`src/rtl/pipe_stage_reg.sv`:
```
// Handshaked pipeline stage register with flush, saturating stall counter and
// an optional skid buffer enabled by defining PIPE_SKID_EN.
module pipe_stage_reg #(
    parameter int DATA_W     = 272,
    parameter int CTRL_W     = 12,
    parameter int CLEAR_DATA = 0,
    parameter int CNT_W      = 16
) (
    input  logic              clk,
    input  logic              rst_n,
    input  logic              in_valid,
    output logic              in_ready,
    input  logic [CTRL_W-1:0] in_ctrl,
    input  logic [DATA_W-1:0] in_data,
    output logic              out_valid,
    input  logic              out_ready,
    output logic [CTRL_W-1:0] out_ctrl,
    output logic [DATA_W-1:0] out_data,
    input  logic              flush,
    input  logic              stat_clr,
    output logic [CNT_W-1:0]  stall_cnt
);

    function automatic logic [CNT_W-1:0] sat_inc(input logic [CNT_W-1:0] v);
        return (v == {CNT_W{1'b1}}) ? v : v + {{(CNT_W-1){1'b0}}, 1'b1};
    endfunction

    logic              r_m_valid;
    logic [CTRL_W-1:0] r_m_ctrl;
    logic [DATA_W-1:0] r_m_data;
    logic [CNT_W-1:0]  r_stall_cnt;
    logic              w_accept;
    logic              w_drain;

    assign w_accept  = in_valid & in_ready;
    assign w_drain   = r_m_valid & out_ready;
    assign out_valid = r_m_valid;
    assign out_ctrl  = r_m_ctrl & {CTRL_W{r_m_valid}};
    assign out_data  = r_m_data;
    assign stall_cnt = r_stall_cnt;

`ifdef PIPE_SKID_EN
    logic              r_s_valid;
    logic [CTRL_W-1:0] r_s_ctrl;
    logic [DATA_W-1:0] r_s_data;

    // Ready depends only on skid occupancy, so out_ready never reaches in_ready.
    assign in_ready = ~r_s_valid;

    always_ff @(posedge clk or negedge rst_n) begin
        if (!rst_n) begin
            r_m_valid <= 1'b0;
            r_m_ctrl  <= '0;
            r_m_data  <= '0;
            r_s_valid <= 1'b0;
            r_s_ctrl  <= '0;
            r_s_data  <= '0;
        end else if (flush) begin
            r_m_valid <= 1'b0;
            r_m_ctrl  <= '0;
            r_s_valid <= 1'b0;
            r_s_ctrl  <= '0;
            if (CLEAR_DATA != 0) begin
                r_m_data <= '0;
                r_s_data <= '0;
            end
        end else if (!r_m_valid || out_ready) begin
            if (r_s_valid) begin
                r_m_valid <= 1'b1;
                r_m_ctrl  <= r_s_ctrl;
                r_m_data  <= r_s_data;
                r_s_valid <= 1'b0;
                r_s_ctrl  <= '0;
            end else if (w_accept) begin
                r_m_valid <= 1'b1;
                r_m_ctrl  <= in_ctrl;
                r_m_data  <= in_data;
            end else begin
                r_m_valid <= 1'b0;
                r_m_ctrl  <= '0;
            end
        end else if (w_accept) begin
            // M is stalled: park the extra beat behind it.
            r_s_valid <= 1'b1;
            r_s_ctrl  <= in_ctrl;
            r_s_data  <= in_data;
        end
    end
`else
    assign in_ready = ~r_m_valid | out_ready;

    always_ff @(posedge clk or negedge rst_n) begin
        if (!rst_n) begin
            r_m_valid <= 1'b0;
            r_m_ctrl  <= '0;
            r_m_data  <= '0;
        end else if (flush) begin
            r_m_valid <= 1'b0;
            r_m_ctrl  <= '0;
            if (CLEAR_DATA != 0) begin
                r_m_data <= '0;
            end
        end else if (w_accept) begin
            r_m_valid <= 1'b1;
            r_m_ctrl  <= in_ctrl;
            r_m_data  <= in_data;
        end else if (w_drain) begin
            r_m_valid <= 1'b0;
            r_m_ctrl  <= '0;
        end
    end
`endif

    // A squashed cycle is not a stall; clear wins over a coinciding increment.
    always_ff @(posedge clk or negedge rst_n) begin
        if (!rst_n) begin
            r_stall_cnt <= '0;
        end else if (stat_clr) begin
            r_stall_cnt <= '0;
        end else if (r_m_valid && !out_ready && !flush) begin
            r_stall_cnt <= sat_inc(r_stall_cnt);
        end
    end

endmodule
```
`config.mk`:
```
export PLATFORM = sky130hd
export DESIGN_NAME = pipe_stage_reg
export DESIGN_NICKNAME = d
export VERILOG_FILES = /design/src/rtl/pipe_stage_reg.sv
export SDC_FILE = /design/constraint.sdc
export NUM_CORES = 1
export LEC_CHECK = 0
export BUFFER_PORTS_ARGS = -buffer_cell sky130_fd_sc_hd__buf_2
export CORE_AREA = 10 10 220 222
export DETAILED_ROUTE_END_ITERATION = 8
export DIE_AREA = 0 0 230 232
export HOLD_SLACK_MARGIN = 0.08
export PLACE_DENSITY = 0.53
export REMOVE_ABC_BUFFERS = 1
export SYNTH_ARGS = -nofsm -noshare
export SYNTH_HDL_FRONTEND = slang
export SYNTH_SLANG_ARGS = --single-unit
export TNS_END_PERCENT = 100
```
`constraint.sdc`:
```
create_clock -name clk -period 2.8 [get_ports clk]
set_input_delay 0.14 -clock clk [delete_from_list [all_inputs] [get_ports clk]]
set_output_delay 0.14 -clock clk [all_outputs]
set_load 0.05 [all_outputs]
```
==> results of run 1 <==
## how the worst max path moves through the flow
stage,cells after the start,end,slack (ns),start
2_1_floorplan,3,out_data[0],-5.89,out_valid
3_3_place_gp,5,stall_cnt[11],0.75,out_valid
3_5_place_dp,5,stall_cnt[11],0.72,out_valid
4_1_cts,6,stall_cnt[1],0.44,out_valid
5_1_grt,6,stall_cnt[1],0.33,out_valid
6_report,6,stall_cnt[1],0.43,out_valid
## per-layer routing
layer / vias up / share of wire [%] / track usage [%]
li1: 4390 / - / -
met1: 4647 / 37 / 16.4
met2: 349 / 52 / 27.8
met3: 67 / 7.6 / 5.11
met4: 2 / 3.0 / 5.49
met5: - / 0.026 / 0
## flip-flops by register name (all words and copies together) (netlist names)
| signal | count |
|---|---|
| out_data | 272 |
| out_valid | 1 |
| r_m_ctrl | 12 |
| stall_cnt | 16 |
## per-stage QoR
stage / instances / power, W
2_1_floorplan: 680 / 0.00881
3_3_place_gp: 1884 / 0.0101
3_5_place_dp: 1884 / 0.0102
6_report: 2238 / 0.0149
5_1_grt: 2238 / 0.0156
4_1_cts: 2237 / 0.0151
## worst register-to-register path, cell delays in order, from the launching register on
cell and delay [ns]:
sky130_fd_sc_hd__dfrtp_1 0.34, sky130_fd_sc_hd__buf_4 0.18, sky130_fd_sc_hd__nor3b_1 0.42, sky130_fd_sc_hd__dlygate4sd3_1 0.63, sky130_fd_sc_hd__nand3b_1 0.08, sky130_fd_sc_hd__a21oi_1 0.11
sky130_fd_sc_hd__dlygate4sd3_1 0.55
## logic make-up after synthesis
logic type	count (synthesis)
AO/OA/AOI/OAI	41
adder cells (fa/ha/maj)	1
buffers and inverters	41
flip-flops	301
multiplexers	273
AND/OR/NAND/NOR	62
## power by group through the flow
stage | clock network [W] | registers, W | logic (W)
final | 0.00453 | 0.00539 | 0.00500
after global routing | 0.00487 | 0.00549 | 0.00520
after CTS | 0.00470 | 0.00539 | 0.00504
after detailed placement | 0 | 0.00546 | 0.00470
after global placement | 0 | 0.00544 | 0.00467
after floorplan | 0 | 0.00793 | 0.000881
## layout make-up
class | instances | share of cell area (%)
clock buffers | 53 | 5.31
multi-input cells | 377 | 19.5
well taps | 592 | 3.84
flip-flops and latches | 301 | 39.0
inverters | 2 | 0.0389
diodes | 1 | 0.0130
clock inverters | 11 | 0.603
repair buffers | 901 | 31.7
## cells in the final DEF, fill, tap and decap left out, types with 4 or more instances in the layout
master,instances
sky130_fd_sc_hd__a21oi_1,14
sky130_fd_sc_hd__a22o_1,12
sky130_fd_sc_hd__and2_1,12
sky130_fd_sc_hd__buf_12,7
sky130_fd_sc_hd__buf_2,590
sky130_fd_sc_hd__buf_4,14
sky130_fd_sc_hd__clkbuf_1,10
sky130_fd_sc_hd__clkbuf_16,35
sky130_fd_sc_hd__clkbuf_8,8
sky130_fd_sc_hd__clkinv_2,6
sky130_fd_sc_hd__dfrtp_1,301
sky130_fd_sc_hd__dlygate4sd3_1,289
sky130_fd_sc_hd__mux2_2,272
sky130_fd_sc_hd__nand2_1,6
sky130_fd_sc_hd__nand3_1,5
sky130_fd_sc_hd__nand4_1,5
sky130_fd_sc_hd__o21ai_0,4
sky130_fd_sc_hd__o31ai_1,8
sky130_fd_sc_hd__or4_1,10
## synth_stat cells
master                     number  area share (%)
sky130_fd_sc_hd__or2_2          1           0.055
sky130_fd_sc_hd__nor4b_1        1           0.077
sky130_fd_sc_hd__nor3_1         3            0.13
sky130_fd_sc_hd__mux2_1         1           0.098
sky130_fd_sc_hd__o21ai_0        4            0.17
sky130_fd_sc_hd__o21bai_1       1           0.066
sky130_fd_sc_hd__nand2b_1       2            0.11
sky130_fd_sc_hd__a22o_1        12            0.92
sky130_fd_sc_hd__o31ai_1        8            0.52
sky130_fd_sc_hd__or3_1          3            0.16
sky130_fd_sc_hd__dfrtp_1      301              66
sky130_fd_sc_hd__or2b_1         1           0.066
sky130_fd_sc_hd__or3b_1         1           0.077
sky130_fd_sc_hd__or4b_1         1           0.087
sky130_fd_sc_hd__buf_2          2           0.087
sky130_fd_sc_hd__nor4_1         1           0.055
sky130_fd_sc_hd__o21ai_1        1           0.044
sky130_fd_sc_hd__a21oi_1       14            0.61
sky130_fd_sc_hd__nand3_1        5            0.22
sky130_fd_sc_hd__and2_1        12            0.66
sky130_fd_sc_hd__ha_1           1            0.11
sky130_fd_sc_hd__nor3b_1        2            0.13
sky130_fd_sc_hd__nor2_1         2           0.066
sky130_fd_sc_hd__and3b_1        1           0.077
sky130_fd_sc_hd__nand3b_1       1           0.066
sky130_fd_sc_hd__o41ai_1        1           0.077
sky130_fd_sc_hd__nand4_1        5            0.27
sky130_fd_sc_hd__clkbuf_1      35             1.1
sky130_fd_sc_hd__nand2_1        6            0.20
sky130_fd_sc_hd__mux2_2       272              27
sky130_fd_sc_hd__and3_1         2            0.11
sky130_fd_sc_hd__nor2b_1        1           0.055
sky130_fd_sc_hd__buf_1          1           0.033
sky130_fd_sc_hd__and4_1         1           0.077
sky130_fd_sc_hd__inv_1          2           0.066
sky130_fd_sc_hd__or4_1         10            0.66
sky130_fd_sc_hd__clkbuf_2       1           0.044
==> run summary, run 1 <==
- **setup bufs post-CTS** 0
- **starting utilization of the core area** 26.0%
- **total routed wirelength** 42,700 um
- **post-synthesis sequential element count** 301
- **clock latency on the worst-skew pair** 0.53 ns
- **total cell area at the placement stage** 15,300 um^2
- **Layout Utilization** 43.9%
- **cell row count** 77
- **post-CTS resize count** 0
- **overall global routing resource usage** 15.4%
- **Peak Freq** 422 MHz
- **launch instance of the worst min-delay path** flush
- **worst min-delay path category** input pin to flip-flop
- **critical setup path kind** flip-flop to flip-flop
- **sequential fraction of the synthesis area** 65.8%
- **Hold Path Depth** 4
- **worst slack after detailed placement** 0.718 ns
- **deepest clock path buffer count** 3
- **Setup WS post-layout** 0.429 ns
- **crit start category** flip-flop
- **antenna viol nets, final** 0
- **P_sw** 0.00567 W
- **endpoint of the lowest-slack register-to-register path** stall_cnt[1]
- **ratio of cells with drive above 1 in the final layout** 57.2%
- **count of pins on the block boundary** 592
- **series of cell instances along the critical path** buf_4, nor3b_1, dlygate4sd3_1, nand3b_1, a21oi_1, dlygate4sd3_1
- **data required time at the worst endpoint** 3.26 ns
- **Die Y** 232 um
- **family with the most delay on the worst path** buffers and inverters
- **standard cell core area** 43,900 um^2
- **launch point of the worst reg-to-reg path** out_valid
- **clock sinks** 301
- **crit path max-delay cell type** sky130_fd_sc_hd__dlygate4sd3_1
- **IR drop worst, VDD** 702 uV
- **Port-buffer cells** 591
- **mean instance size in the synthesized netlist** 15.9 um^2
- **worst path bufs/invs** 3
- **final instance area** 19,300 um^2
- **share of synthesized cell area in full adder, half adder and majority cells** 0.109%
- **area of the multi-input gates** 3760 um^2
- **number of buffers added by the clock tree synthesis step** 35
- **Pre-Repair DR Iteration Count** 4
- **clock tree root buffer cell** sky130_fd_sc_hd__clkbuf_16
- **number of distinct library cell variants in the gate-level netlist after synthesis** 37
- **net switching fraction of the power** 38.0%
- **crit path max fanout** 16
- **Avg WL per Cell** 19.1 um
- **clock transition at the register clock pins on the worst setup and hold paths after CTS** 0.06 ns
- **total die area** 53,400 um^2
- **final period utilization** 84.7%
- **weighted congestion at the end of routability-driven global placement** 0.808
- **power density over the cells** 774 nW/um^2
- **synthesized-area fraction occupied by ao, oa, aoi and oai cells** 2.42%
- **RSZ-0062 raised after global routing** false
- **slew at the pin with the worst max-slew slack** 0.634 ns
- **Die Wd** 230 um
- **Worst Hold Margin** 0.160 ns
- **pin count of the biggest net entering global routing** 83
- **post-DR vias/cell** 4.22
- **routed via count** 9,455
- **highest cell delay on the worst timing path** 0.63 ns
- **Leak** 9.09 nW
- **worst reg-to-reg path cell count** 6
- **CTS tree** done
- **Synth Instances** 719
- **run status** completed
- **design internal power** 0.00926 W
- **Yosys Warn Count** 0
- **part of the power in combinational logic** 33.5%
- **slack of the worst reg-to-reg path** 0.43 ns
- **filler instances** 4,026
- **synthesis-to-finish area growth** 68.6%
- **Clk pwr share** 30.4%
- **Top cell by count, worst path** sky130_fd_sc_hd__dlygate4sd3_1
- **Simple-Gate Fraction of Synth Area** 3.40%
- **register area** 7530 um^2
- **via count of the first global-routing pass** 10,579
- **number of setup violations in the final report** 0
- **cell area after technology mapping** 11,400 um^2
- **type of destination of the critical path** flip-flop
- **number of hold violations in the final report** 0
- **terminating pin of the worst hold path** r_m_ctrl[0]
- **HPWL after detailed placement** 31,200 um
- **relative contribution of sequential cells to total power** 36.1%
- **max cap viols** 0
- **clock period minus worst slack** 2.37 ns
- **worst-case headroom to the max-slew limit** 57.7%
- **data arrival time of the critical path** 2.84 ns
- **main combinational cell family by area after synthesis** multiplexers
- **Clock Skews** 0.0159 ns
- **number of buffers inserted by hold repair at cts** 289
- **H-tree levels** 2
- **Nets** 1,909
- **Slew Limit Fails** 0
- **initial antenna violation count** 2
- **portion of netlist area occupied by mux cells** 26.9%
- **area share of xor/xnor cells in the synthesized design** 0%
- **grt total ovfl** 0
- **initial detailed-routing violation count** 284
- **Setup TNS** 0 ns
- **global-route wire length before repair** 64,700 um
- **DR DRC count** 0
(Power assumes the default switching activity.)
==> inputs of run 2 (changes only) <==
ABC_AREA = 1   (was not set)
CORE_AREA = 10 10 221 223   (was 10 10 220 222)
DIE_AREA = 0 0 231 233   (was 0 0 230 232)
PLACE_DENSITY = 0.54   (was 0.53)
clock period = 2.45 ns   (was 2.8 ns; I/O delays follow)
==> run summary, run 2 <==
- **RSZ-0062 raised after global routing** false
- **run status** completed
- **weighted congestion at the end of routability-driven global placement** 0.831
- **register area** 7530 um^2
- **Slew Limit Fails** 0
- **IR drop worst, VDD** 543 uV
- **standard cell core area** 44,100 um^2
- **ratio of cells with drive above 1 in the final layout** 30.4%
- **async set-reset flop share out of synthesis** 100%
- **pin count of the biggest net entering global routing** 122
- **highest cell delay on the worst timing path** 0.41 ns
- **Simple-Gate Fraction of Synth Area** 29.6%
- **deepest clock path buffer count** 3
- **post-DR vias/cell** 4.32
- **area of the multi-input gates** 3820 um^2
- **via count of the first global-routing pass** 12,820
- **Yosys Warn Count** 0
- **top-area cell type share of the netlist area** 63.5%
- **Pre-Repair DR Iteration Count** 5
- **grt total ovfl** 0
- **global-route wire length before repair** 74,000 um
- **Synth Instances** 1,351
- **top flip-flop cell by instance count after synthesis** sky130_fd_sc_hd__dfrtp_1
- **number of hold violations in the final report** 0
- **Overall Power** 0.0162 W
- **Top cell by count, worst path** sky130_fd_sc_hd__nand2_2
- **net switching fraction of the power** 38.3%
- **part of the power in combinational logic** 31.2%
- **clock transition at the register clock pins on the worst setup and hold paths after CTS** 0.06 ns
- **clock latency on the worst-skew pair** 0.52 ns
- **data required time at the worst endpoint** 2.84 ns
- **total cell area at the placement stage** 15,400 um^2
- **Leak** 10.9 nW
- **Avg WL per Cell** 17.0 um
- **clock sinks** 301
- **final period utilization** 71.7%
- **synthesized-area fraction occupied by ao, oa, aoi and oai cells** 1.95%
- **total routed wirelength** 48,400 um
- **DR DRC count** 0
- **commonest non-fill, non-tap cells in the layout** sky130_fd_sc_hd__nand2_1 (881), sky130_fd_sc_hd__buf_2 (590), sky130_fd_sc_hd__dfrtp_1 (301), sky130_fd_sc_hd__dlygate4sd3_1 (287), sky130_fd_sc_hd__clkbuf_16 (37)
- **clock period minus worst slack** 1.76 ns
- **worst-case headroom to the max-slew limit** 40.6%
- **cell area after technology mapping** 11,900 um^2
- **worst path bufs/invs** 1
- **setup bufs post-CTS** 0
- **worst slack after detailed placement** 0.700 ns
- **number of buffers inserted by hold repair at cts** 287
- **cell types occupying the most area after synthesis** sky130_fd_sc_hd__dfrtp_1 (64%), sky130_fd_sc_hd__nand2_1 (28%), sky130_fd_sc_hd__buf_4 (1.6%)
- **filler instances** 4,236
- **antenna viol nets, final** 0
- **data arrival time of the critical path** 2.14 ns
- **initial detailed-routing violation count** 694
- **routed via count** 12,275
- **P_sw** 0.00621 W
- **Die Wd** 231 um
- **area leader, netlist** sky130_fd_sc_hd__dfrtp_1
- **most frequent standard cell in the layout excluding fill and tap cells** sky130_fd_sc_hd__nand2_1
- **starting utilization of the core area** 26.9%
- **max cap viols** 0
- **Setup WS post-layout** 0.694 ns
- **Nets** 2,516
- **crit start category** flip-flop
- **Worst Hold Margin** 0.158 ns
- **portion of netlist area occupied by mux cells** 0%
- **synthesis-to-finish area growth** 64.0%
- **design internal power** 0.0100 W
- **crit path max-delay cell type** sky130_fd_sc_hd__dfrtp_1
- **Port-buffer cells** 591
- **worst min-delay path category** input pin to flip-flop
- **relative contribution of sequential cells to total power** 37.2%
- **initial antenna violation count** 4
- **count of pins on the block boundary** 592
- **final instance area** 19,400 um^2
- **number of buffers added by the clock tree synthesis step** 36
- **HPWL after detailed placement** 34,000 um
- **total die area** 53,800 um^2
- **main combinational cell family by area after synthesis** simple AND/OR/NAND/NOR gates
- **area share of xor/xnor cells in the synthesized design** 0.517%
- **max reg flops** 272
- **family with the most delay on the worst path** simple AND/OR/NAND/NOR gates
- **slew at the pin with the worst max-slew slack** 0.892 ns
- **crit path max fanout** 22
- **post-synthesis sequential element count** 301
- **number of enable-type register cells in the synthesized netlist** 0
- **Clock Skews** 0.00849 ns
- **Peak Freq** 569 MHz
- **most common cell in the synthesized netlist** sky130_fd_sc_hd__nand2_1
- **overall global routing resource usage** 17.3%
- **ranking of synthesized cells by instance count** sky130_fd_sc_hd__nand2_1 (881), sky130_fd_sc_hd__dfrtp_1 (301), sky130_fd_sc_hd__buf_2 (36)
- **mean instance size in the synthesized netlist** 8.77 um^2
- **share of synthesized cell area in full adder, half adder and majority cells** 0.106%
- **sequential fraction of the synthesis area** 63.5%
- **H-tree levels** 2
- **power density over the cells** 834 nW/um^2
- **number of distinct library cell variants in the gate-level netlist after synthesis** 26
- **critical setup path kind** flip-flop to flip-flop
- **series of cell instances along the critical path** ha_1, nand2_1, nor2_2, nand2_2, clkinv_1, nand3_2, nand2_2, o21ai_1
- **Die Y** 233 um
- **clock tree root buffer cell** sky130_fd_sc_hd__clkbuf_16
- **post-CTS resize count** 0
- **number of setup violations in the final report** 0
- **cell row count** 77
- **Clk pwr share** 31.6%
- **CTS tree** done
- **type of destination of the critical path** flip-flop
==> run 2: cell types whose count changed in the layout (fill, tap and decap cells not counted), moves of 6 or more <==
| cell | before | now |
|---|---|---|
| sky130_fd_sc_hd__a21oi_1 | 14 | 1 |
| sky130_fd_sc_hd__a22o_1 | 12 | 0 |
| sky130_fd_sc_hd__a32o_1 | 0 | 12 |
| sky130_fd_sc_hd__and2_1 | 12 | 1 |
| sky130_fd_sc_hd__inv_1 | 2 | 25 |
| sky130_fd_sc_hd__mux2_2 | 272 | 0 |
| sky130_fd_sc_hd__nand2_1 | 6 | 881 |
| sky130_fd_sc_hd__nand3_1 | 5 | 11 |
| sky130_fd_sc_hd__nor2_1 | 2 | 11 |
| sky130_fd_sc_hd__o31ai_1 | 8 | 0 |
| sky130_fd_sc_hd__or4_1 | 10 | 0 |
==> run 2: cell families (layout without fill, tap and decap cells) <==
kind of cell             count (synthesis)  after routing
adder cells (fa/ha/maj)                  1              1
AND/OR/NAND/NOR                        919            919
buffers and inverters                   94            990
XOR/XNOR                                 7              7
flip-flops                             301            301
AO/OA/AOI/OAI                           29             29
other                                    0              3
==> run 2: worst min-delay path, delay by kind of cell <==
kind,cells,cell delay [ns]
buf+inv,3,0.19
simple gates,3,0.32
==> run 2: final timing paths <==
path                                   start      endpoint  slack (ns)  cells after the start
worst max-delay path            stall_cnt[0]  stall_cnt[6]        0.69                      8
worst min-delay path               out_ready     out_valid        0.16                      6
worst max register to register  stall_cnt[0]  stall_cnt[6]        0.69                      8
worst min register to register  out_data[72]  out_data[72]        0.47                      2
max in group asynchronous              rst_n  out_data[24]        1.41                      3
min in group asynchronous              rst_n  out_data[19]        0.19                      2
==> run 2: final cells by class <==
type	count	area share, %
Sequential cell	301	38.8
Timing Repair Buffer	902	31.4
Multi-Input combinational cell	956	19.7
Clock buffer	55	5.63
Tap cell	592	3.81
Inverter	28	0.579
Clock inverter	5	0.161
Antenna cell	3	0.0386
==> run 2: power groups by stage <==
stage                     logic [W]  registers, W  clock network (W)
after floorplan            0.000808       0.00851                  0
after global placement      0.00469       0.00608                  0
after detailed placement    0.00471       0.00610                  0
after CTS                   0.00509       0.00602            0.00530
after global routing        0.00535       0.00611            0.00548
final                       0.00506       0.00603            0.00512
==> run 2: per-stage QoR <==
step	cells	util [%]	setup TNS (ns)
5_1_grt	2842	44.1	0
3_3_place_gp	2492	35.0	0
6_report	2842	44.1	0
4_1_cts	2839	44.0	0
3_5_place_dp	2492	35.0	0
2_1_floorplan	1285	-	-2485.08
==> run 2: metal layers <==
layer	track usage (%)	vias to the layer above	wire length (um)	part of all wire, %
met3	5.89	100	4260	8.8
met1	19.7	5796	18900	39
met2	29.1	531	23400	48
met4	7.42	0	1800	3.7
li1	-	5848	-	-
met5	0	-	0	0
